### src/rtl/stream_source_if.sv
// stream_source_if: load/control/playback signal bundle for stream_source.
interface stream_source_if #(
  parameter int NB    = 12,
  parameter int DEPTH = 16
);
  localparam int AW = $clog2(DEPTH);
  logic          wr_en;
  logic [NB-1:0] wr_data;
  logic          clear;
  logic          start;
  logic [7:0]    gap;
  logic          vOut;
  logic [NB-1:0] dOut;
  logic          done;
  logic          busy;
  logic [AW:0]   count;
  logic          overflow;
  modport master (
    output wr_en, wr_data, clear, start, gap,
    input  vOut, dOut, done, busy, count, overflow
  );
  modport slave (
    input  wr_en, wr_data, clear, start, gap,
    output vOut, dOut, done, busy, count, overflow
  );
endinterface

### src/rtl/stream_source.sv
// stream_source: sample buffer loaded in IDLE and replayed as valid-only pulses
// with a programmable idle gap between samples.
module stream_source #(
  parameter int NB    = 12,
  parameter int DEPTH = 16
) (
  input logic            clk,
  input logic            rst,
  stream_source_if.slave s
);
  localparam int AW = $clog2(DEPTH);
  localparam logic [AW:0] FULL = (AW+1)'(DEPTH);
  typedef enum logic [1:0] {IDLE, SEND, GAP, DONE} state_t;
  state_t        state_q, state_d;
  logic [AW-1:0] rd_q, rd_d;
  logic [7:0]    gap_q, gap_d, gcnt_q, gcnt_d;
  logic [AW:0]   count_q, count_d;
  logic          ovf_q, ovf_d, v_q, v_d, done_q, done_d;
  logic [NB-1:0] dout_q, dout_d;
  logic [NB-1:0] mem [DEPTH];
  logic          idle, last, wr;
  assign idle = state_q == IDLE;
  assign last = {1'b0, rd_q} == count_q - 1'b1;
  assign wr   = idle && s.wr_en && !s.start && !s.clear && count_q != FULL;
  always_ff @(posedge clk) begin
    if (rst) begin
      state_q <= IDLE;
      rd_q    <= '0;
      gap_q   <= '0;
      gcnt_q  <= '0;
      count_q <= '0;
      ovf_q   <= 1'b0;
      v_q     <= 1'b0;
      done_q  <= 1'b0;
      dout_q  <= '0;
    end else begin
      state_q <= state_d;
      rd_q    <= rd_d;
      gap_q   <= gap_d;
      gcnt_q  <= gcnt_d;
      count_q <= count_d;
      ovf_q   <= ovf_d;
      v_q     <= v_d;
      done_q  <= done_d;
      dout_q  <= dout_d;
    end
  end
  always_ff @(posedge clk) if (wr) mem[count_q[AW-1:0]] <= s.wr_data;
  always_comb begin
    state_d = state_q;
    rd_d    = rd_q;
    gap_d   = gap_q;
    gcnt_d  = gcnt_q;
    count_d = count_q;
    ovf_d   = ovf_q;
    case (state_q)
      IDLE: begin
        if (s.start) begin
          state_d = count_q == '0 ? DONE : SEND;
          rd_d    = '0;
          gap_d   = s.gap;
        end else if (s.clear) begin
          count_d = '0;
          ovf_d   = 1'b0;
        end else if (s.wr_en) begin
          if (count_q == FULL) ovf_d = 1'b1;
          else count_d = count_q + 1'b1;
        end
      end
      SEND: begin
        if (last) state_d = DONE;
        else begin
          rd_d    = rd_q + 1'b1;
          gcnt_d  = gap_q;
          state_d = gap_q == 8'd0 ? SEND : GAP;
        end
      end
      GAP: begin
        gcnt_d  = gcnt_q - 8'd1;
        state_d = gcnt_q == 8'd1 ? SEND : GAP;
      end
      DONE: state_d = IDLE;
    endcase
  end
  // outputs are registered from the next state so vOut/done align with SEND/DONE
  always_comb begin
    v_d    = state_d == SEND;
    done_d = state_d == DONE;
    dout_d = v_d ? mem[rd_d] : dout_q;
  end
  assign s.vOut     = v_q;
  assign s.dOut     = dout_q;
  assign s.done     = done_q;
  assign s.busy     = !idle;
  assign s.count    = count_q;
  assign s.overflow = ovf_q;
endmodule

### src/flat_wrapper.sv
// flat-port wrapper written by rule: the top's interface ports become plain ports
module stream_source_flat 
#(
  parameter int NB    = 12,
  parameter int DEPTH = 16
)
  (clk, rst, s_wr_en, s_wr_data, s_clear, s_start, s_gap, s_vOut, s_dOut, s_done, s_busy, s_count, s_overflow);
  stream_source_if #(.NB(NB), .DEPTH(DEPTH)) s_i ();
  input logic clk;
  input logic rst;
  input wire logic [$bits(s_i.wr_en)-1:0] s_wr_en;
  input wire logic [$bits(s_i.wr_data)-1:0] s_wr_data;
  input wire logic [$bits(s_i.clear)-1:0] s_clear;
  input wire logic [$bits(s_i.start)-1:0] s_start;
  input wire logic [$bits(s_i.gap)-1:0] s_gap;
  output wire logic [$bits(s_i.vOut)-1:0] s_vOut;
  output wire logic [$bits(s_i.dOut)-1:0] s_dOut;
  output wire logic [$bits(s_i.done)-1:0] s_done;
  output wire logic [$bits(s_i.busy)-1:0] s_busy;
  output wire logic [$bits(s_i.count)-1:0] s_count;
  output wire logic [$bits(s_i.overflow)-1:0] s_overflow;
  assign s_i.wr_en = s_wr_en;
  assign s_i.wr_data = s_wr_data;
  assign s_i.clear = s_clear;
  assign s_i.start = s_start;
  assign s_i.gap = s_gap;
  assign s_vOut = s_i.vOut;
  assign s_dOut = s_i.dOut;
  assign s_done = s_i.done;
  assign s_busy = s_i.busy;
  assign s_count = s_i.count;
  assign s_overflow = s_i.overflow;
  stream_source #(.NB(NB), .DEPTH(DEPTH)) u_core (.clk(clk), .rst(rst), .s(s_i));
endmodule
### config.mk
export PLATFORM = sky130hd
export DESIGN_NAME = stream_source_flat
export DESIGN_NICKNAME = d
export VERILOG_FILES = /design/src/rtl/stream_source_if.sv /design/src/rtl/stream_source.sv /design/src/flat_wrapper.sv
export SDC_FILE = /design/constraint.sdc
export NUM_CORES = 1
export LEC_CHECK = 0
export BUFFER_PORTS_ARGS = -buffer_cell sky130_fd_sc_hd__buf_2
export CAP_MARGIN = 20
export CORE_MARGIN = 3
export CORE_UTILIZATION = 35
export CTS_CLUSTER_SIZE = 25
export DETAILED_ROUTE_END_ITERATION = 12
export PLACE_DENSITY = 0.53
export SLEW_MARGIN = 30
export SYNTH_ARGS = -nofsm -noshare
export SYNTH_HDL_FRONTEND = slang
export SYNTH_SLANG_ARGS = --single-unit
### constraint.sdc
create_clock -name clk -period 4.37 [get_ports clk]
set_input_delay 0.6555 -clock clk [delete_from_list [all_inputs] [get_ports clk]]
set_output_delay 0.6555 -clock clk [all_outputs]
set_load 0.01 [all_outputs]
==> flow_summary.toml <==
[floorplan]
initial_core_util_pct = 35.8
ios = 46
coreArea_um2 = 27200
die_x_um = 173
die_y_um = 173
die-area_um2 = 29800
row_count = 60

[clocking]
path_clk_slew_ps = 60
numCtsBuffers = 25
clk_path_buf_depth = 3
htree_num_levels = 1
cts_num_sinks = 234
cts_tree = "built"
insertion_delay_ps = 510
post_cts_buffers = 0
root_buffer = "clkbuf_16"
cts_resized = 0
cts_hold_buf = 0

[cells_and_area]
syn_to_final_growth_pct = 15.9
diodes = 0
layout_commonest_cell = "edfxtp_1"
final_cell_mix = "192 x edfxtp_1, 105 x nand2_1, 76 x a21oi_1, 57 x nor2_1, 45 x buf_2"
fin_area_um2 = 11300
final_layout_size_suffix_gt1_share_pct = 14.8
fin_nets = 864
n_fill_cell = 2594

[routing]
via_per_inst = 5.25
post-route-drc-count = 0
wl_met3_um = 1170
firstDrtPassIters = 5
drtAntennaViolNets = 0
wl_met1_um = 12100
top_layer = "met4"
drt-initial-drc-count = 529
finalWirelength_um = 24700
wl_per_cell_um = 20.2
wl_met2_um = 10900
via_count = 6409

[sta]
fmax_mhz = 259
slew_headroom_pct = 44.9
period_share_pct = 88.3
grt_setup_unrepaired = "no"
finalClockSkew_ps = 9.70
finalCriticalPeriod_ps = 3860
worst_pin_slew_ps = 826
drv_slew = 0
finalHoldViolCount = 0
finalSetupViolCount = 0
fin_tns_setup_ps = 0

[global_routing]
gr-total-overflow = 0
grt_max_degree = 56
grt_pass1_vias = 6340
grt_pass1_wl_um = 38600
track_usage_pct = 16.3
antenna_found_initial = 0

[setup_path]
cp-start-kind = "register"
max_stage_delay_ps = 560
crit_path_top_delay_cell = "a211o_1"
cp_common_cell = "a211o_1"
path_cells = "inv_1 -> ha_1 -> o21ba_1 -> a221o_1 -> a211o_1 -> a211o_1 -> a21o_1 -> o221ai_1 -> a211oi_1 -> a211o_1"
crit_required_ps = 4770
arrival_ps = 4260
worstSetupPathType = "reg -> reg"
crit_fanout = 15
crit_path_end_kind = "register"

[logic_synthesis]
synth_seq_area_share_pct = 67.9
synth_flop_cell = "edfxtp_1"
syn_inst = 772
ys_async_sr_fraction_pct = 0
synth_area_per_cell_um2 = 12.6
ys_ff_latch = 234
ys_warn_count = 0
netlist_area_um2 = 9730
syn_nets = 805
synth_edf_count = 192
synth.distinct_cells = 59

[placed_design]
post_dp_cell_area_um2 = 10500
portBuffers = 45
hpwl_um = 16200
routabilityCongestion = 0.809

[status]
status = "finished clean"

[flow_run]
maxCapViolations = 0

[power_and_ir_drop]
vdd_drop_max_v = 0.000244
power_density_nw_per_um2 = 453
p_leak_nw = 3.73

[hold_path]
hold_class = "in -> reg"
==> sequential cells by signal, summed over array words and instances, names as in the netlist <==
| name | count |
|---|---|
| u_core.s.dOut | 12 |
| u_core.s.count | 5 |
| u_core.s.done | 1 |
| u_core.s.vOut | 1 |
| u_core.rd_q | 4 |
| u_core.gcnt_q | 8 |
| u_core.s.overflow | 1 |
| u_core.state_q | 2 |
| u_core.gap_q | 8 |
| u_core.mem | 192 |
==> power by group <==
part | switching [mW] | internal, mW
sequential | 0.0470 | 2.46
clock | 0.824 | 1.21
combinational | 0.375 | 0.194
==> synth_stat cells (all sizes together) (3+ instances only) <==
cell type	n	area (µm²)
o21a	9	67.6
a2111oi	4	66.3
and3	4	25.0
nor2b	3	18.8
xor2	5	43.8
dfxtp	42	841
a31oi	9	56.3
a21oi	77	389
o21ai	18	90.1
a32oi	3	26.3
o221ai	3	26.3
clkbuf	20	75.1
nand4b	5	43.8
and2	4	25.0
a211o	13	114
inv	8	30.0
ha	8	100
nor2	57	214
a311oi	5	43.8
nor3	17	85.1
nand4	12	75.1
a21o	5	37.5
o211ai	12	90.1
xnor2	4	35.0
edfxtp	192	5770
buf	24	150
nand3	27	135
a2bb2oi	9	78.8
o22ai	7	43.8
nand2b	4	25.0
nand2	105	394
o2111ai	9	78.8
a211oi	26	225
o22a	4	35.0
==> metrics by stage <==
stage               instances  power [mW]  util [%]  hold WS [ps]  setup slack [ps]
floorplan                 772        2.91         -           449              1240
global placement         1176        3.13      38.6           454               640
detailed placement       1176        3.13      38.6           454               547
CTS                      1221        5.16      41.5           364               525
global route             1221        5.33      41.5           368               328
finish                   1221        5.12      41.5           371               510
==> layer usage <==
layer | vias to the layer above | GRT usage [%]
li1 | 3078 | -
met1 | 3156 | 24.3
met2 | 136 | 24.9
met3 | 39 | 2.48
met4 | 0 | 4.05
met5 | - | 0
==> kinds of logic after synthesis <==
| logic type | count (synthesis) | synth area share, % |
|---|---|---|
| AOI/OAI and AO/OA | 221 | 15.9 |
| xor gates and xnor gates | 9 | 0.810 |
| and+or+nand+nor | 246 | 11.5 |
| DFF | 234 | 67.9 |
| adders and majority gates | 8 | 1.03 |
| buffers and inverters | 52 | 2.62 |
| muxes | 2 | 0.219 |
==> path summary, 6_finish.rpt <==
| check | start | endpoint | slack (ps) | cells after the start |
|---|---|---|---|---|
| hold reg to reg | u_core.s.overflow | u_core.s.overflow | 460 | 2 |
| hold / removal | s_gap[5] | u_core.gap_q[5] | 370 | 3 |
| setup / recovery | u_core.s.count[0] | u_core.s.dOut[2] | 510 | 10 |
| setup reg to reg | u_core.s.count[0] | u_core.s.dOut[2] | 510 | 10 |
==> cell type report <==
class | count | area, µm² | area share (%)
Clock buffer | 41 | 746 | 6.61
Clock inverter | 4 | 42.5 | 0.377
Inverter | 8 | 30.0 | 0.266
Multi-Input combinational cell | 486 | 2890 | 25.7
Sequential cell | 234 | 6610 | 58.6
Tap cell | 372 | 465 | 4.13
Timing Repair Buffer | 76 | 495 | 4.39
==> worst max-delay path, delay by kind of cell (launching register included) <==
kind / cells / cell delay, ps
buffers and inverters: 1 / 140
flip-flops: 1 / 500
AO/OA/AOI/OAI: 8 / 2850
adder cells (fa/ha/maj): 1 / 270
No activity file was read; power rests on OpenSTA's default activity.
